`src/rtl/traffic_sequencer_pkg.sv`:
```
// traffic_pkg: state encodings, lamp constants, lamp bit indices and default
// phase durations shared by the traffic_sequencer block and its phase timer.
// No ports; imported with "import traffic_pkg::*;".
package traffic_pkg;

  // Seven legal states; encoding 3'd7 is illegal and recovered to ST_RED_B.
  typedef enum logic [2:0] {
    ST_MAIN_G = 3'd0,
    ST_MAIN_Y = 3'd1,
    ST_RED_A  = 3'd2,
    ST_SIDE_G = 3'd3,
    ST_SIDE_Y = 3'd4,
    ST_RED_B  = 3'd5,
    ST_WALK   = 3'd6
  } state_t;

  // Bit positions inside light_signals = {Rm,Ym,Gm,Rs,Ys,Gs,W}.
  localparam int unsigned LS_RM = 6;
  localparam int unsigned LS_YM = 5;
  localparam int unsigned LS_GM = 4;
  localparam int unsigned LS_RS = 3;
  localparam int unsigned LS_YS = 2;
  localparam int unsigned LS_GS = 1;
  localparam int unsigned LS_W  = 0;

  // Lamp patterns per state.
  localparam logic [6:0] LS_MAIN_G = 7'b0011000;
  localparam logic [6:0] LS_MAIN_Y = 7'b0101000;
  localparam logic [6:0] LS_RED_A  = 7'b1001000;
  localparam logic [6:0] LS_SIDE_G = 7'b1000010;
  localparam logic [6:0] LS_SIDE_Y = 7'b1000100;
  localparam logic [6:0] LS_RED_B  = 7'b1001000;
  localparam logic [6:0] LS_WALK   = 7'b1001001;

  // Default phase durations in ticks (legal range 1..255).
  localparam int unsigned DEF_T_MAIN_MIN = 10;
  localparam int unsigned DEF_T_YELLOW   = 3;
  localparam int unsigned DEF_T_RED      = 1;
  localparam int unsigned DEF_T_SIDE     = 8;
  localparam int unsigned DEF_T_WALK     = 6;

  // Lamp pattern for a state; an illegal code shows the all-red pattern of
  // ST_RED_B, which is where the sequencer recovers to.
  function automatic logic [6:0] decode_lights(input state_t st);
    logic [6:0] ls;
    case (st)
      ST_MAIN_G: ls = LS_MAIN_G;
      ST_MAIN_Y: ls = LS_MAIN_Y;
      ST_RED_A:  ls = LS_RED_A;
      ST_SIDE_G: ls = LS_SIDE_G;
      ST_SIDE_Y: ls = LS_SIDE_Y;
      ST_RED_B:  ls = LS_RED_B;
      ST_WALK:   ls = LS_WALK;
      default:   ls = LS_RED_B;
    endcase
    return ls;
  endfunction

endpackage

```
`src/rtl/traffic_sequencer_phase_timer.sv`:
```
// phase_timer: 8-bit phase counter. Clears when the owning FSM changes state,
// counts ticks otherwise, and saturates at T-1 so a state that waits for an
// extra condition (main green) stays expired until it may leave.
// Ports:
//   clk       - system clock, rising edge
//   rst_n     - synchronous active-low reset
//   i_clear   - state is changing on this edge; timer returns to 0
//   i_tick    - timebase enable
//   i_t       - duration of the current state in ticks (1..255)
//   o_expired - this edge is the last tick of the state (tick=1, timer=T-1)
module phase_timer (
  input  logic       clk,
  input  logic       rst_n,
  input  logic       i_clear,
  input  logic       i_tick,
  input  logic [7:0] i_t,
  output logic       o_expired
);

  logic [7:0] r_timer;
  logic       w_last;

  // Timer at its final count; also the saturation point.
  always_comb begin
    w_last    = (r_timer == (i_t - 8'd1));
    o_expired = i_tick & w_last;
  end

  // Phase counter: clear on state change, count ticks, hold at T-1.
  always_ff @(posedge clk) begin
    if (!rst_n) begin
      r_timer <= 8'd0;
    end else if (i_clear) begin
      r_timer <= 8'd0;
    end else if (i_tick && !w_last) begin
      r_timer <= r_timer + 8'd1;
    end else begin
      r_timer <= r_timer;
    end
  end

endmodule

```
`src/rtl/traffic_sequencer.sv`:
```
// traffic_sequencer: main-road / side-road / pedestrian lamp sequencer.
// Main road rests green; latched side or walk requests are served after the
// minimum main-green time, via yellow and all-red clearance phases.
// Ports:
//   clk           - system clock, rising edge
//   rst_n         - synchronous active-low reset
//   tick          - timebase enable; phase timers advance only when 1
//   side_req      - side-road vehicle sensor (level)
//   ped_req       - pedestrian button (pulse or level)
//   light_signals - registered lamps {Rm,Ym,Gm,Rs,Ys,Gs,W}
module traffic_sequencer
  import traffic_pkg::*;
#(
  parameter int unsigned T_MAIN_MIN = DEF_T_MAIN_MIN,
  parameter int unsigned T_YELLOW   = DEF_T_YELLOW,
  parameter int unsigned T_RED      = DEF_T_RED,
  parameter int unsigned T_SIDE     = DEF_T_SIDE,
  parameter int unsigned T_WALK     = DEF_T_WALK
) (
  input  logic       clk,
  input  logic       rst_n,
  input  logic       tick,
  input  logic       side_req,
  input  logic       ped_req,
  output logic [6:0] light_signals
);

  localparam logic [7:0] W_T_MAIN_MIN = 8'(T_MAIN_MIN);
  localparam logic [7:0] W_T_YELLOW   = 8'(T_YELLOW);
  localparam logic [7:0] W_T_RED      = 8'(T_RED);
  localparam logic [7:0] W_T_SIDE     = 8'(T_SIDE);
  localparam logic [7:0] W_T_WALK     = 8'(T_WALK);

  state_t     r_state;
  state_t     w_next_state;
  logic       r_side_pend;
  logic       r_ped_pend;
  logic [6:0] r_light;
  logic [7:0] w_phase_t;
  logic       w_expired;
  logic       w_state_chg;
  logic       w_enter_side;
  logic       w_enter_walk;

  // Duration of the current state for the phase timer.
  always_comb begin
    case (r_state)
      ST_MAIN_G: w_phase_t = W_T_MAIN_MIN;
      ST_MAIN_Y: w_phase_t = W_T_YELLOW;
      ST_RED_A:  w_phase_t = W_T_RED;
      ST_SIDE_G: w_phase_t = W_T_SIDE;
      ST_SIDE_Y: w_phase_t = W_T_YELLOW;
      ST_RED_B:  w_phase_t = W_T_RED;
      ST_WALK:   w_phase_t = W_T_WALK;
      default:   w_phase_t = W_T_RED;
    endcase
  end

  phase_timer u_phase_timer (
    .clk       (clk),
    .rst_n     (rst_n),
    .i_clear   (w_state_chg),
    .i_tick    (tick),
    .i_t       (w_phase_t),
    .o_expired (w_expired)
  );

  // Next-state logic and the pend-clear strobes derived from it.
  always_comb begin
    w_next_state = r_state;
    case (r_state)
      ST_MAIN_G: begin
        // Main green holds (timer saturated) until something is pending.
        if (w_expired && (r_side_pend || r_ped_pend)) begin
          w_next_state = ST_MAIN_Y;
        end else begin
          w_next_state = ST_MAIN_G;
        end
      end
      ST_MAIN_Y: w_next_state = w_expired ? ST_RED_A : ST_MAIN_Y;
      ST_RED_A: begin
        if (w_expired) begin
          w_next_state = r_side_pend ? ST_SIDE_G : ST_WALK;
        end else begin
          w_next_state = ST_RED_A;
        end
      end
      ST_SIDE_G: w_next_state = w_expired ? ST_SIDE_Y : ST_SIDE_G;
      ST_SIDE_Y: w_next_state = w_expired ? ST_RED_B : ST_SIDE_Y;
      ST_RED_B: begin
        if (w_expired) begin
          w_next_state = r_ped_pend ? ST_WALK : ST_MAIN_G;
        end else begin
          w_next_state = ST_RED_B;
        end
      end
      ST_WALK:   w_next_state = w_expired ? ST_MAIN_G : ST_WALK;
      // Illegal encoding: all-red recovery; state change clears the timer.
      default:   w_next_state = ST_RED_B;
    endcase
    w_state_chg  = (w_next_state != r_state);
    w_enter_side = (w_next_state == ST_SIDE_G) && (r_state != ST_SIDE_G);
    w_enter_walk = (w_next_state == ST_WALK)   && (r_state != ST_WALK);
  end

  // State, request latches and registered lamp decode of the next state.
  always_ff @(posedge clk) begin
    if (!rst_n) begin
      r_state     <= ST_MAIN_G;
      r_side_pend <= 1'b0;
      r_ped_pend  <= 1'b0;
      r_light     <= LS_MAIN_G;
    end else begin
      r_state     <= w_next_state;
      // Clear on entry wins over a request seen on the same edge.
      r_side_pend <= w_enter_side ? 1'b0 : (r_side_pend | side_req);
      r_ped_pend  <= w_enter_walk ? 1'b0 : (r_ped_pend | ped_req);
      r_light     <= decode_lights(w_next_state);
    end
  end

  assign light_signals = r_light;

endmodule

```
`config.mk`:
```
export PLATFORM = sky130hd
export DESIGN_NAME = traffic_sequencer
export DESIGN_NICKNAME = d
export VERILOG_FILES = /design/src/rtl/traffic_sequencer_pkg.sv /design/src/rtl/traffic_sequencer_phase_timer.sv /design/src/rtl/traffic_sequencer.sv
export SDC_FILE = /design/constraint.sdc
export NUM_CORES = 1
export LEC_CHECK = 0
export BUFFER_PORTS_ARGS = -buffer_cell sky130_fd_sc_hd__buf_4
export CAP_MARGIN = 15
export CORE_MARGIN = 2
export CORE_UTILIZATION = 57
export CTS_CLUSTER_SIZE = 14
export DETAILED_ROUTE_END_ITERATION = 16
export PLACE_DENSITY = 0.74
export SLEW_MARGIN = 30
export SYNTH_ARGS = -nofsm -noshare
export SYNTH_HDL_FRONTEND = slang
export SYNTH_SLANG_ARGS = --single-unit
```
`constraint.sdc`:
```
create_clock -name clk -period 4.4 [get_ports clk]
set_clock_uncertainty 0.05 [all_clocks]
set_input_delay 0.66 -clock clk [delete_from_list [all_inputs] [get_ports clk]]
set_output_delay 0.66 -clock clk [all_outputs]
set_load 0.01 [all_outputs]
```
[Word-level counts from Yosys, hierarchy flattened]
Cells that the tools add are included.
Operators by class
  $add $sub $neg: 2
  equality and inequality tests: 14
  mux-type cells: 12
  bitwise operators: 4
  reduce and logical (&&, ||, !) cells: 12
Operators with widths (number)
  $pmux 7 s5: 1
  $pmux 3 s7: 1
  $mux 3: 6
  $pmux 4 s4: 1
  $eq 3x3->1 const B: 5
  $eq 3x2->1 const B: 3
  $add 8x1->8 const B: 1
  $eq 8x8->1: 1
  $reduce_or 2->1: 4
  $eq 3x1->1 const B: 2
  $logic_not 3->1: 2
  $sub 4x1->5 const B: 1
  $logic_and 1x1->1: 4
  $ne 3x2->1 const B: 1
  $ne 3x3->1: 1
  $ne 3x3->1 const B: 1
  $mux 1: 2
  $mux 2: 1
  $or 1x1->1: 2
  $and 1x1->1: 1
  $logic_not 1->1: 1
  $logic_or 1x1->1: 1
  $not 1->1: 1
Word-level totals
  bits in registers: 20
  input port bits: 5
  output and inout bits: 7
  logic and storage cells: 49

[Longest topological paths before layout]
  word-level depth: 12
  gate-level depth with buffers: 16
  mapped depth without buffers: 15

[By module]
A second synthesis with hierarchy kept.
Second synthesis, totals
  cells, all modules: 163
  area, all modules: 1407.6 um^2
Modules (own cells, without submodules)
  phase_timer: times used 1, cells an instance 86, area each 729.4 um^2, seq. area each 160.2 um^2
  traffic_sequencer: times used 1, cells an instance 77, area each 678.2 um^2, seq. area each 240.2 um^2

[Worst setup path after synthesis]
Ideal clock, no wire load.
  path kind: reg-to-reg
  from: register r_state[0]
  to: register r_light[6] (netlist: light_signals[6])
  library setup time: 0.133 ns
  arrival: 3.187 ns
  data required time: 4.217 ns
  setup slack: 1.030 ns
  stages on the path, launching flop included: 16
  buffers on the path: 2
  period minus slack after synthesis: 3.370 ns
  path through: dfxtp_1 buf_2 clkbuf_8 xor2_1 o21ai_0 ha_1 xor2_1 a211oi_1 o21ai_1 or3_4 a311o_1 nand3_2 inv_2 ha_1 a311oi_1 a311oi_2
Between the ends
  cells in the longest elaborated chain, start to end: 11
  elaborated cells on any way between the ends: 27
  classes of those cells: add/sub: 1; eq/ne: 11; mux: 10; bitwise: 1; reduce/logical: 4
Ends and longest elaborated chain
  start, declared: RTL line traffic_sequencer.sv:34  | state_t r_state;
  start signal, assigned: RTL line traffic_sequencer.sv:114  | r_state <= w_next_state;
  $eq 3x3->1 / $eq 3x1->1 (equally long branches): RTL line traffic_sequencer.sv:47, traffic_sequencer.sv:71
  $reduce_or 2->1 (no line)
  $pmux 4 s4: RTL line traffic_sequencer.sv:47  | case (r_state)
  $sub 4x1->5: RTL line traffic_sequencer_phase_timer.sv:25  | w_last = (r_timer == (i_t - 8'd1));
  $eq 8x8->1: RTL line traffic_sequencer_phase_timer.sv:25
  $and 1x1->1: RTL line traffic_sequencer_phase_timer.sv:26  | o_expired = i_tick & w_last;
  $logic_and 1x1->1: RTL line traffic_sequencer.sv:74  | if (w_expired && (r_side_pend || r_ped_pend)) begin
  $mux 1: RTL line traffic_sequencer.sv:74
  $pmux 3 s7 *: RTL line traffic_sequencer.sv:71  | case (r_state)
  $eq 3x3->1 (tied with other cells): RTL line traffic_sequencer_pkg.sv:46  | case (st)
  $pmux 7 s5 *: RTL line traffic_sequencer_pkg.sv:46
  end signal, assigned: RTL line traffic_sequencer.sv:118  | r_light <= decode_lights(w_next_state);
  end, declared: RTL line traffic_sequencer.sv:38  | logic [6:0] r_light;
Every way passes the cells marked *; elsewhere a longest branch is shown, timed or not.
A chain may end at the register's enable or synchronous reset.

[Final worst setup path]
  from: register r_state[1]
  to: register r_light[1] (netlist: light_signals[1])
Same word-level chain as after synthesis.

==> key figures <==
Outcome
  • Status: finished, final reports clean

Floorplanning
  • Core Rows: 16
  • Placeable Area: 1982 um^2
  • Die H: 50.22 um
  • Starting Density: 61.43%
  • I/O Pins: 12
  • Die width: 50.22 um
  • Die ar.: 2522 um^2

Worst setup path
  • Peak fanout along the critical path: 19
  • Crit-path cells: nor2b_1 > nand2_1 > o21ai_0 > ha_1 > xor2_1 > a211oi_1 > o21ai_1 > or3_4 > a311o_1 > nand3_2 > inv_2 > ha_1 > inv_1 > nand2_1 > a211oi_1
  • Worst R2R Path Depth: 15
  • CP required: 4.58 ns
  • CP Class: register to register
  • Buf/Inv on CP: 2
  • Worst-path cell with the longest stage delay: dfxtp_1
  • CP startpoint kind: register
  • Crit-path max cell delay: 0.72 ns
  • WP depth: 15
  • R2r endpoint: light_signals[1]$_SDFF_PN0_
  • FF-to-FF setup slack: 0.56 ns
  • Crit path arrival time: 4.02 ns
  • Crit end category: register
  • Worst path top cell family by delay: compound AO/OA/AOI/OAI gates
  • R2R Path Start: r_state[1]$_SDFF_PN0_

Synthesis
  • Post-synthesis adder-cell area fraction: 3.083%
  • Synth top area cells: dfxtp_1, nor2_1, nand2_1, xnor2_1, ha_1
  • Post-synthesis mux area share: 1.644%
  • Post-synthesis simple-gate area fraction: 26.10%
  • Top_reg_cell synth: dfxtp_1
  • Cell variety after synth: 46
  • Gate count of the mapped netlist: 146
  • Yosys reg bits: 20
  • Syn_area_per_cell: 8.338 um^2
  • Compound-Gate Fraction of Synth Area: 21.99%
  • Cell taking the most area after synthesis: dfxtp_1
  • Ys async rst share: 0%
  • Synth Area in XOR/XNOR: 7.194%
  • Seq/Total Area, Yosys: 32.89%
  • Post-synth EDFFs: 0
  • Most common library cells after synthesis: dfxtp_1, nor2_1, nand2_1
  • YS warnings: 0
  • Mapped cell area: 1217 um^2
  • Post-Synthesis Net Count: 154
  • Main combinational cell family by area after synthesis: simple AND/OR/NAND/NOR gates
  • Area share of the largest cell type after synthesis: 32.89%

Flow run
  • Max-cap violations: 0

Global routing
  • Number of global-route vias before repair: 962
  • Grt total ovfl: 0
  • GRT Resource Usage Total: 21.87%
  • Initial antenna violation count: 0
  • First-pass GRT wire length: 4.271 mm
  • Largest net degree at the start of global routing: 20

Clock tree
  • Clock Latency Late Sink: 0.31 ns
  • CTS clk-pin slew, worst paths: 0.12 ns
  • Hold_buf cts: 0
  • TritonCTS Sinks: 20
  • Root Buffer: clkbuf_4
  • Post-CTS setup buffers: 0
  • CTS tree: done
  • PostCTS Resize Cnt: 0
  • Cts bufs inserted: 3
  • Maximum clock path buffer count: 2
  • Htree depth: 1

Detailed routing
  • Antenna-violating nets left: 0
  • Post-detailed-route via-to-cell ratio: 5.902
  • Drt first pass iters: 4
  • Drt initial violations: 32
  • # DRC: 0
  • Routed WL: 2.593 mm
  • Vias: 1086
  • Routed len/inst: 14.09 um

Place
  • DP HPWL: 1.906 mm
  • GP Congestion: 0.9186
  • Dpl cells: 180
  • Port bufs: 11

Min path
  • Hold EP: u_phase_timer.r_timer[7]$_SDFFE_PP0P_
  • Min-Delay Path Class: register to register
  • HP Start: u_phase_timer.r_timer[7]$_SDFFE_PP0P_
  • Hold Path Stages: 2

Finish
  • Share of cells above drive strength 1: 18.47%
  • Diode count: 0
  • Finished Layout Cells: 184
  • # fillers: 160
  • Finished Core Util: 67.87%
  • Layout Nets: 166
  • Syn-to-layout area delta: 10.48%

Timing
  • # setup viols final: 0
  • Worst-margin pin slew: 0.6691 ns
  • RSZ-0062 raised after global routing: false
  • Setup TNS: 0 ns
  • Post-route minimum period: 3.838 ns
  • Hold Vio Cnt, Final: 0
  • Fin crit share: 87.24%
  • Max Fclk: 260.5 MHz
  • Max-slew headroom: 54.69%
  • Final Slew Violations: 0

Power and ir drop
  • Pwr Total: 0.6884 mW
  • Power density cells: 511.8 nW/um^2
  • Leakage: 0.4907 nW
  • VDD IR-drop max: 0.3703 mV
[power by group]
group | switching, mW | total, mW | internal, mW
Clock | 0.0610 | 0.153 | 0.0921
Combinational | 0.179 | 0.295 | 0.116
Sequential | 0.0367 | 0.240 | 0.203
[state kept, by name, indices dropped and copies added, names as in the netlist]
| register | cells |
|---|---|
| u_phase_timer.r_timer | 8 |
| light_signals | 7 |
| r_state | 3 |
| r_ped_pend | 1 |
| r_side_pend | 1 |
[layout make-up]
type                            count  area [um^2]  share of cell area, %
Sequential cell                    20        400.4                  29.77
Clock inverter                      1        30.03                  2.233
Clock buffer                        3        22.52                  1.674
Timing Repair Buffer               12        90.09                  6.698
Inverter                           10        37.54                  2.791
Multi-Input combinational cell    111        730.7                  54.33
Tap cell                           27        33.78                  2.512
[routing by layer]
metal / track usage, % / vias to the layer above / share of wire, %
li1: - / 549 / -
met1: 32.33 / 511 / 49
met2: 32.24 / 22 / 46
met3: 3.571 / 4 / 3.5
met4: 6.944 / 0 / 1.2
met5: 0 / - / 0
[cells in the final DEF, fill, tap and decap left out, types with 3 or more instances in the layout]
cell type	count
a21oi_1	5
buf_4	12
nand2_1	17
a211oi_1	3
nand3_1	3
dfxtp_1	20
inv_1	9
xor2_1	3
nor3_1	6
xnor2_1	7
o31ai_1	3
o21ai_0	5
nor4_1	4
clkbuf_4	3
ha_1	3
nor2_1	20
[logic make-up (layout without fill, tap and decap cells)]
logic type                 after synthesis  count (layout)
AOI/OAI and AO/OA                       34              34
xor gates and xnor gates                10              10
muxes                                    2               2
DFF                                     20              20
adders and majority gates                3               3
and+or+nand+nor                         62              62
buffers and inverters                   15              26
[how the worst max path moves through the flow]
stage	slack, ns	endpoint	from
after CTS	0.58	light_signals[1]$_SDFF_PN0_	r_state[1]$_SDFF_PN0_
after detailed placement	0.62	light_signals[1]$_SDFF_PN0_	r_state[1]$_SDFF_PN0_
after global routing	0.19	light_signals[1]$_SDFF_PN0_	r_state[1]$_SDFF_PN0_
after floorplan	1.03	light_signals[6]$_SDFF_PN0_	r_state[0]$_SDFF_PN0_
final	0.56	light_signals[1]$_SDFF_PN0_	r_state[1]$_SDFF_PN0_
after global placement	0.67	light_signals[1]$_SDFF_PN0_	r_state[1]$_SDFF_PN0_
[worst register-to-register path, stage by stage, from the launching register on]
cell      delay [ns]
dfxtp_1         0.72
nor2b_1         0.24
nand2_1         0.10
o21ai_0         0.12
ha_1            0.18
xor2_1          0.11
a211oi_1        0.41
o21ai_1         0.21
or3_4           0.37
a311o_1         0.36
nand3_2         0.10
inv_2           0.06
ha_1            0.32
inv_1           0.08
nand2_1         0.11
a211oi_1        0.24
[through the flow]
stage / hold WS (ns) / setup slack [ns] / cell area, um^2
after floorplan: 0.4345 / 1.030 / 1217
after global placement: 0.4597 / 0.6664 / 1292
after detailed placement: 0.4809 / 0.6217 / 1292
after CTS: 0.5137 / 0.5818 / 1345
after global routing: 0.5530 / 0.1876 / 1345
final: 0.5079 / 0.5615 / 1345
No activity file was read; power rests on OpenSTA's default activity.
